### src/rtl/mc_control_fsm_if.sv
// mc_control_fsm_if: control bundle between the multi-cycle main control FSM and
// the datapath it steers.
//   master : control FSM side (reads opcode/mem_ready, drives all controls)
//   slave  : datapath side (drives opcode/mem_ready, reads all controls)
interface mc_control_fsm_if;
  logic [5:0] opcode;
  logic       mem_ready;
  logic       pc_write;
  logic       pc_write_cond;
  logic [1:0] pc_source;
  logic       iord;
  logic       mem_read;
  logic       mem_write;
  logic       ir_write;
  logic       reg_dst;
  logic       mem_to_reg;
  logic       reg_write;
  logic       alu_src_a;
  logic [1:0] alu_src_b;
  logic [1:0] alu_op;
  logic       instr_done;
  logic       illegal_op;
  logic [3:0] state;

  modport master (
    input  opcode, mem_ready,
    output pc_write, pc_write_cond, pc_source, iord, mem_read, mem_write,
           ir_write, reg_dst, mem_to_reg, reg_write, alu_src_a, alu_src_b,
           alu_op, instr_done, illegal_op, state
  );

  modport slave (
    output opcode, mem_ready,
    input  pc_write, pc_write_cond, pc_source, iord, mem_read, mem_write,
           ir_write, reg_dst, mem_to_reg, reg_write, alu_src_a, alu_src_b,
           alu_op, instr_done, illegal_op, state
  );
endinterface

### src/rtl/mc_control_fsm.sv
// mc_control_fsm: main control unit of the multi-cycle MIPS-subset core.
// Walks fetch/decode/execute/memory/write-back one instruction at a time and
// decodes every datapath enable and mux select from the current state.
// Ports:
//   clk  - rising-edge clock
//   rst  - synchronous active-high reset (forces state to FETCH, outputs to 0)
//   bus  - mc_control_fsm_if.master: opcode/mem_ready in, controls + state out
// Build option:
//   MC_CTRL_JUMP_EN - when defined, opcode 000010 (j) executes through the
//                     JUMP state; when undefined it is flagged as illegal.
module mc_control_fsm (
  input  logic               clk,
  input  logic               rst,
  mc_control_fsm_if.master   bus
);

  typedef enum logic [3:0] {
    S_FETCH  = 4'd0,  S_DECODE = 4'd1,  S_MEMADR = 4'd2,  S_MEMRD  = 4'd3,
    S_MEMWB  = 4'd4,  S_MEMWR  = 4'd5,  S_EXEC   = 4'd6,  S_RWB    = 4'd7,
    S_BRANCH = 4'd8,  S_ADDIEX = 4'd9,  S_ADDIWB = 4'd10, S_JUMP   = 4'd11
  } state_e;

  localparam logic [5:0] OP_LW   = 6'b100011;
  localparam logic [5:0] OP_SW   = 6'b101011;
  localparam logic [5:0] OP_RTYP = 6'b000000;
  localparam logic [5:0] OP_BEQ  = 6'b000100;
  localparam logic [5:0] OP_ADDI = 6'b001000;
  localparam logic [5:0] OP_J    = 6'b000010;

  state_e state_q, state_d;

  always_ff @(posedge clk) begin
    if (rst) state_q <= S_FETCH;
    else     state_q <= state_d;
  end

  logic       pc_write, pc_write_cond, iord, mem_read, mem_write, ir_write;
  logic       reg_dst, mem_to_reg, reg_write, alu_src_a, instr_done, illegal_op;
  logic [1:0] pc_source, alu_src_b, alu_op;

  // Next state and Moore-style control decode. Only FETCH/MEMRD/MEMWR look at
  // mem_ready, and only DECODE/MEMADR look at opcode.
  always_comb begin
    state_d       = state_q;
    pc_write      = 1'b0;
    pc_write_cond = 1'b0;
    pc_source     = 2'b00;
    iord          = 1'b0;
    mem_read      = 1'b0;
    mem_write     = 1'b0;
    ir_write      = 1'b0;
    reg_dst       = 1'b0;
    mem_to_reg    = 1'b0;
    reg_write     = 1'b0;
    alu_src_a     = 1'b0;
    alu_src_b     = 2'b00;
    alu_op        = 2'b00;
    instr_done    = 1'b0;
    illegal_op    = 1'b0;
    unique case (state_q)
      S_FETCH: begin
        mem_read  = 1'b1;
        alu_src_b = 2'b01;
        // IR and PC only load on the cycle the read actually completes.
        ir_write  = bus.mem_ready;
        pc_write  = bus.mem_ready;
        if (bus.mem_ready) state_d = S_DECODE;
      end
      S_DECODE: begin
        alu_src_b = 2'b11;
        unique case (bus.opcode)
          OP_LW, OP_SW: state_d = S_MEMADR;
          OP_RTYP:      state_d = S_EXEC;
          OP_BEQ:       state_d = S_BRANCH;
          OP_ADDI:      state_d = S_ADDIEX;
`ifdef MC_CTRL_JUMP_EN
          OP_J:         state_d = S_JUMP;
`endif
          default: begin
            state_d    = S_FETCH;
            illegal_op = 1'b1;
          end
        endcase
      end
      S_MEMADR: begin
        alu_src_a = 1'b1;
        alu_src_b = 2'b10;
        state_d   = (bus.opcode == OP_LW) ? S_MEMRD : S_MEMWR;
      end
      S_MEMRD: begin
        mem_read = 1'b1;
        iord     = 1'b1;
        if (bus.mem_ready) state_d = S_MEMWB;
      end
      S_MEMWB: begin
        reg_write  = 1'b1;
        mem_to_reg = 1'b1;
        instr_done = 1'b1;
        state_d    = S_FETCH;
      end
      S_MEMWR: begin
        mem_write  = 1'b1;
        iord       = 1'b1;
        instr_done = bus.mem_ready;
        if (bus.mem_ready) state_d = S_FETCH;
      end
      S_EXEC: begin
        alu_src_a = 1'b1;
        alu_op    = 2'b10;
        state_d   = S_RWB;
      end
      S_RWB: begin
        reg_write  = 1'b1;
        reg_dst    = 1'b1;
        instr_done = 1'b1;
        state_d    = S_FETCH;
      end
      S_BRANCH: begin
        alu_src_a     = 1'b1;
        alu_op        = 2'b01;
        pc_write_cond = 1'b1;
        pc_source     = 2'b01;
        instr_done    = 1'b1;
        state_d       = S_FETCH;
      end
      S_ADDIEX: begin
        alu_src_a = 1'b1;
        alu_src_b = 2'b10;
        state_d   = S_ADDIWB;
      end
      S_ADDIWB: begin
        reg_write  = 1'b1;
        instr_done = 1'b1;
        state_d    = S_FETCH;
      end
`ifdef MC_CTRL_JUMP_EN
      S_JUMP: begin
        pc_write   = 1'b1;
        pc_source  = 2'b10;
        instr_done = 1'b1;
        state_d    = S_FETCH;
      end
`endif
      default: state_d = S_FETCH;
    endcase
  end

  // Reset masks every output combinationally so no strobe escapes in the reset
  // cycle, even before the state register has been cleared by an edge.
  assign bus.pc_write      = !rst && pc_write;
  assign bus.pc_write_cond = !rst && pc_write_cond;
  assign bus.pc_source     = rst ? 2'b00 : pc_source;
  assign bus.iord          = !rst && iord;
  assign bus.mem_read      = !rst && mem_read;
  assign bus.mem_write     = !rst && mem_write;
  assign bus.ir_write      = !rst && ir_write;
  assign bus.reg_dst       = !rst && reg_dst;
  assign bus.mem_to_reg    = !rst && mem_to_reg;
  assign bus.reg_write     = !rst && reg_write;
  assign bus.alu_src_a     = !rst && alu_src_a;
  assign bus.alu_src_b     = rst ? 2'b00 : alu_src_b;
  assign bus.alu_op        = rst ? 2'b00 : alu_op;
  assign bus.instr_done    = !rst && instr_done;
  assign bus.illegal_op    = !rst && illegal_op;
  assign bus.state         = rst ? 4'd0 : state_q;

endmodule

### src/flat_wrapper.sv
// flat-port wrapper written by rule: the top's interface ports become plain ports
module mc_control_fsm_flat 
  (clk, rst, bus_opcode, bus_mem_ready, bus_pc_write, bus_pc_write_cond, bus_pc_source, bus_iord, bus_mem_read, bus_mem_write, bus_ir_write, bus_reg_dst, bus_mem_to_reg, bus_reg_write, bus_alu_src_a, bus_alu_src_b, bus_alu_op, bus_instr_done, bus_illegal_op, bus_state);
  mc_control_fsm_if bus_i ();
  input  logic clk;
  input  logic rst;
  input wire logic [$bits(bus_i.opcode)-1:0] bus_opcode;
  input wire logic [$bits(bus_i.mem_ready)-1:0] bus_mem_ready;
  output wire logic [$bits(bus_i.pc_write)-1:0] bus_pc_write;
  output wire logic [$bits(bus_i.pc_write_cond)-1:0] bus_pc_write_cond;
  output wire logic [$bits(bus_i.pc_source)-1:0] bus_pc_source;
  output wire logic [$bits(bus_i.iord)-1:0] bus_iord;
  output wire logic [$bits(bus_i.mem_read)-1:0] bus_mem_read;
  output wire logic [$bits(bus_i.mem_write)-1:0] bus_mem_write;
  output wire logic [$bits(bus_i.ir_write)-1:0] bus_ir_write;
  output wire logic [$bits(bus_i.reg_dst)-1:0] bus_reg_dst;
  output wire logic [$bits(bus_i.mem_to_reg)-1:0] bus_mem_to_reg;
  output wire logic [$bits(bus_i.reg_write)-1:0] bus_reg_write;
  output wire logic [$bits(bus_i.alu_src_a)-1:0] bus_alu_src_a;
  output wire logic [$bits(bus_i.alu_src_b)-1:0] bus_alu_src_b;
  output wire logic [$bits(bus_i.alu_op)-1:0] bus_alu_op;
  output wire logic [$bits(bus_i.instr_done)-1:0] bus_instr_done;
  output wire logic [$bits(bus_i.illegal_op)-1:0] bus_illegal_op;
  output wire logic [$bits(bus_i.state)-1:0] bus_state;
  assign bus_i.opcode = bus_opcode;
  assign bus_i.mem_ready = bus_mem_ready;
  assign bus_pc_write = bus_i.pc_write;
  assign bus_pc_write_cond = bus_i.pc_write_cond;
  assign bus_pc_source = bus_i.pc_source;
  assign bus_iord = bus_i.iord;
  assign bus_mem_read = bus_i.mem_read;
  assign bus_mem_write = bus_i.mem_write;
  assign bus_ir_write = bus_i.ir_write;
  assign bus_reg_dst = bus_i.reg_dst;
  assign bus_mem_to_reg = bus_i.mem_to_reg;
  assign bus_reg_write = bus_i.reg_write;
  assign bus_alu_src_a = bus_i.alu_src_a;
  assign bus_alu_src_b = bus_i.alu_src_b;
  assign bus_alu_op = bus_i.alu_op;
  assign bus_instr_done = bus_i.instr_done;
  assign bus_illegal_op = bus_i.illegal_op;
  assign bus_state = bus_i.state;
  mc_control_fsm u_core (.clk(clk), .rst(rst), .bus(bus_i));
endmodule
### config.mk
export PLATFORM = sky130hd
export DESIGN_NAME = mc_control_fsm_flat
export DESIGN_NICKNAME = d
export VERILOG_FILES = /design/src/rtl/mc_control_fsm_if.sv /design/src/rtl/mc_control_fsm.sv /design/src/flat_wrapper.sv
export SDC_FILE = /design/constraint.sdc
export NUM_CORES = 1
export LEC_CHECK = 0
export ABC_AREA = 1
export BUFFER_PORTS_ARGS = -buffer_cell sky130_fd_sc_hd__buf_2
export CORE_MARGIN = 5
export CORE_UTILIZATION = 40
export CTS_CLUSTER_SIZE = 12
export DETAILED_ROUTE_END_ITERATION = 16
export GPL_TIMING_DRIVEN = 0
export HOLD_SLACK_MARGIN = 0.05
export PLACE_DENSITY_LB_ADDON = 0.08
export RECOVER_POWER = 50
export SLEW_MARGIN = 20
export SYNTH_ARGS = -nofsm -noshare
export SYNTH_HDL_FRONTEND = slang
export SYNTH_SLANG_ARGS = --single-unit
export TNS_END_PERCENT = 100
### constraint.sdc
create_clock -name clk -period 1.7 [get_ports clk]
set_input_delay 0.085 -clock clk [delete_from_list [all_inputs] [get_ports clk]]
set_output_delay 0.085 -clock clk [all_outputs]
set_load 0.005 [all_outputs]
Word level (Yosys, flattened, before mapping) --
Index checks and enable logic that the tools add are counted.
Storage, ports and cells: flip-flop bits (word level) 4, bits in latches 0, RAM bits 0, bits in read-only memories 0, bits of input ports 9, logic and storage cells 66, memories kept 0
Operators by class: $add $sub $neg 0, multipliers 0, divide/modulo/power cells 0, magnitude comparators 0, equality and inequality tests 17, shifts and indexed selects 0, muxes and demuxes 25, bitwise operators 0, reductions and logical operators 23
Operators with widths (count):
- $pmux W4 S7 | 1
- $eq A4 B3 Y1 const B | 4
- $mux W4 | 4
- $pmux W4 S4 | 1
- $mux W1 | 13
- $eq A4 B4 Y1 const B | 3
- $eq A6 B6 Y1 const B | 2
- $logic_and A1 B1 Y1 | 11
- $eq A4 B2 Y1 const B | 2
- $reduce_or A2 Y1 | 4
- $reduce_or A4 Y1 | 2
- $eq A6 B3 Y1 const B | 1
- $eq A6 B4 Y1 const B | 1
- $logic_not A6 Y1 | 1
- $ne A2 B2 Y1 const B | 3
- $pmux W2 S3 | 1
- $reduce_or A5 Y1 | 1
- $eq A4 B1 Y1 const B | 1
- $logic_not A4 Y1 | 1
- $mux W2 | 2
- $pmux W2 S2 | 1
- $mux W3 | 1
- $reduce_and A3 Y1 | 1
- $reduce_or A3 Y1 | 1
- other kinds (2) | 2

Logic depth before layout (Yosys ltp) --
word-level depth 5, mapped depth 9, gate-level depth less buffers 9

Worst setup path before layout --
Ideal clock, no wire load.
path type reg-to-output, start reg u_core.state_q[2], end out bus_pc_write, data arrival time 989 ps, data required time 1615 ps, path slack 626 ps, cell stages (with the launch flop) 5, cells stage by stage dfxtp_1 -> nor2_1 -> nand2_1 -> nor3_1 -> buf_4
Between the ends: cells in the longest elaborated chain, start to end 3
Ends and longest elaborated chain:
- start: declaration | RTL line mc_control_fsm.sv:30 | state_e state_q, state_d;
- start signal: assignment | RTL line mc_control_fsm.sv:34 | else state_q <= state_d;
- $logic_not A4 Y1
- $mux W1
- $logic_and A1 B1 Y1
- end: declaration | RTL line flat_wrapper.sv:9 | output wire logic [$bits(bus_i.pc_write)-1:0] bus_pc_write;
Every way passes these cells.

Final worst setup path --
start reg u_core.state_q[2], end out bus_pc_write
Between the ends: cells in the longest elaborated chain, start to end 3
Ends and longest elaborated chain:
- $logic_not A4 Y1 | RTL line mc_control_fsm.sv:60 | unique case (state_q)
- $mux W1 | RTL line mc_control_fsm.sv:60
- $logic_and A1 B1 Y1 | RTL line mc_control_fsm.sv:150 | assign bus.pc_write = !rst && pc_write;
Every way passes these cells.

==> metrics.txt <==
Total GRT Usage=0.155; registers with the most flip-flops=u_core.state_q: 4 flops; detailed-route via count=727; Worst-Skew Late Latency=0.23 ns; initial antenna violation count=0; Reg with most FFs=u_core.state_q; # rows=13; max_cap viols=0; share of layout cells above drive strength 1=0.257; syn nets=121; Clock H-tree levels=1; area of the multi-input gates=378 um^2; # resized after CTS=0; count of different cell masters after synthesis=19; Syn Inst Count=112; final setup violation count=0; Max VDD drop=0.386 mV; clk sinks=4; Critical-path top delay cell=dfxtp_1; max FFs per register=4; port bufs=29; post-route minimum period=1.48 ns; Fmax achieved=678 MHz; Post-Route Skew=0.00102 ns; Fin. Hold Viols=0; hold slack final=0.273 ns; routed wire length=1510 um; # hold bufs at CTS=0; Yosys warnings=0; total negative slack=0 ns; Lkg Pwr=0.433 nW; Setup Buffers After CTS=0; synthesized area=554 um^2; Fill cells=165; Worst setup EP type=output port; register bit total from synthesis=4; clock-pin slew on the worst setup and hold paths=0.04 ns; Post-DRT Antenna Nets=0; GRT overflow=0; GP Congestion=0.846; crit-path leading delay family=simple AND/OR/NAND/NOR gates; vias in the first global route=644; fin. max-slew vios=0; first-pass GRT wire length=2480 um; vias per cell=4.57; Top Ports=31; CP arrival=1.39 ns; Post-DP Area=718 um^2; Num CTS Buffers=3; DRC viols=0; CTS tree=yes; DR WL/cell=9.49 um; clk buf depth=2; crit-path cells=nor2_1 -> nand2_1 -> nor3_1 -> buf_4 -> buf_2; placed cells=156; chip height=47.2 um; # nets final=155; Post-Layout Cell Count=159; register area=80.1 um^2; status=completed; PD cells=464 nW/um^2; Finished Cell Area=727 um^2; drt pass-1 iters=4; largest net degree at the start of global routing=11; post-synthesis sequential area ratio=0.144; worst path required time=1.62 ns; Worst Path Max Fanout=4; Mean Syn Cell Area=4.95 um^2; Buf/Inv on CP=2; n_diodes=0; kind of critical path=flop to output port; HPWL after DPL=1300 um; RSZ-0062 raised after global routing=no; crit share post-route=0.868; worst min path class=primary input to flop; Starting DRT DRC Count=16; Die Width=47.2 um; total die area=2230 um^2; Clock Tree Root=clkbuf_4; Worst path max stage delay=0.33 ns; Core ar.=1300 um^2; CP Launch Type=flop; Area growth syn-to-layout=31.2%; initial core utilization=0.426
## placed cells by master, fill, tap and decap left out, drive strengths merged
cell type and count:
a21oi 8, buf 25, clkbuf 12, clkinv 1, conb 1, dfxtp 4
inv 15, nand2 35, nand3 7, nand3b 1, nor2 29, nor3 4
o21ai 1, or2 1
## stage by stage
stage                     power (W)  utilization  setup slack, ns
after floorplan            0.000185            -            0.626
after global placement     0.000223        0.552            0.479
after detailed placement   0.000224        0.552            0.481
after CTS                  0.000347        0.569            0.185
after global routing       0.000379        0.559           0.0673
final                      0.000337        0.559            0.225
## worst register-to-register path: stages, from the launching register on
cell	delay (ns)
dfxtp_1	0.37
inv_1	0.09
nand2_1	0.12
nor2_2	0.05
inv_1	0.10
nand2_1	0.08
nor2_1	0.10
nand2_1	0.06
nand2_1	0.06
nand2_1	0.05
## cell families (layout without fill, tap and decap cells)
kind of cell           after synthesis  in the layout  share of synthesized area
and+or+nand+nor                     77             77                      0.598
AOI/OAI and AO/OA                    9              9                     0.0813
DFF                                  4              4                      0.144
buffers and inverters               21             53                      0.169
other                                1              1                    0.00677
## per-layer routing
layer | routed length, um | vias to the layer above | GRT usage
met3 | 122 | 2 | 0.0421
met2 | 691 | 21 | 0.246
li1 | - | 400 | -
met1 | 673 | 304 | 0.188
met4 | 21 | 0 | 0.0829
met5 | 0 | - | 0
## layout make-up
class	instances	area share
well taps	15	0.0258
inverters	16	0.0826
multi-input cells	87	0.520
repair buffers	29	0.189
plain buffers	5	0.0413
clock buffers	3	0.0310
flip-flops and latches	4	0.110
## report_power, final
part | leakage [nW] | internal, W | switching [W]
clock | 0.0138 | 0.0000790 | 0.0000394
sequential | 0.0325 | 0.0000987 | 0.00000433
combinational | 0.387 | 0.0000475 | 0.0000685
total | 0.433 | 0.000225 | 0.000112
## worst paths after layout
| kind | from | slack [ns] | end | cells past startpoint |
|---|---|---|---|---|
| setup / recovery | u_core.state_q[2]$_SDFFE_PP0P_ | 0.22 | bus_pc_write | 5 |
| hold / removal | bus_opcode[3] | 0.27 | u_core.state_q[3]$_SDFFE_PP0P_ | 5 |
| setup reg to reg | u_core.state_q[0]$_SDFFE_PP0P_ | 0.52 | u_core.state_q[1]$_SDFFE_PP0P_ | 9 |
| hold reg to reg | u_core.state_q[1]$_SDFFE_PP0P_ | 0.61 | u_core.state_q[1]$_SDFFE_PP0P_ | 4 |
## cells in the mapped netlist
cell type | number | area share
buf_4 | 4 | 0.054
nor2_1 | 27 | 0.18
nor3_1 | 4 | 0.036
nand3_2 | 1 | 0.018
inv_2 | 4 | 0.027
conb_1 | 1 | 0.0068
nand3_1 | 6 | 0.054
nand2_1 | 32 | 0.22
dfxtp_1 | 4 | 0.14
nor2_2 | 1 | 0.011
a21oi_1 | 8 | 0.072
nand2_2 | 3 | 0.034
nand3b_1 | 1 | 0.014
o21ai_0 | 1 | 0.0090
or2_0 | 1 | 0.011
inv_1 | 11 | 0.074
clkinv_1 | 1 | 0.0068
clkbuf_1 | 1 | 0.0068
nor2_4 | 1 | 0.020
No activity file was read; power rests on OpenSTA's default activity.
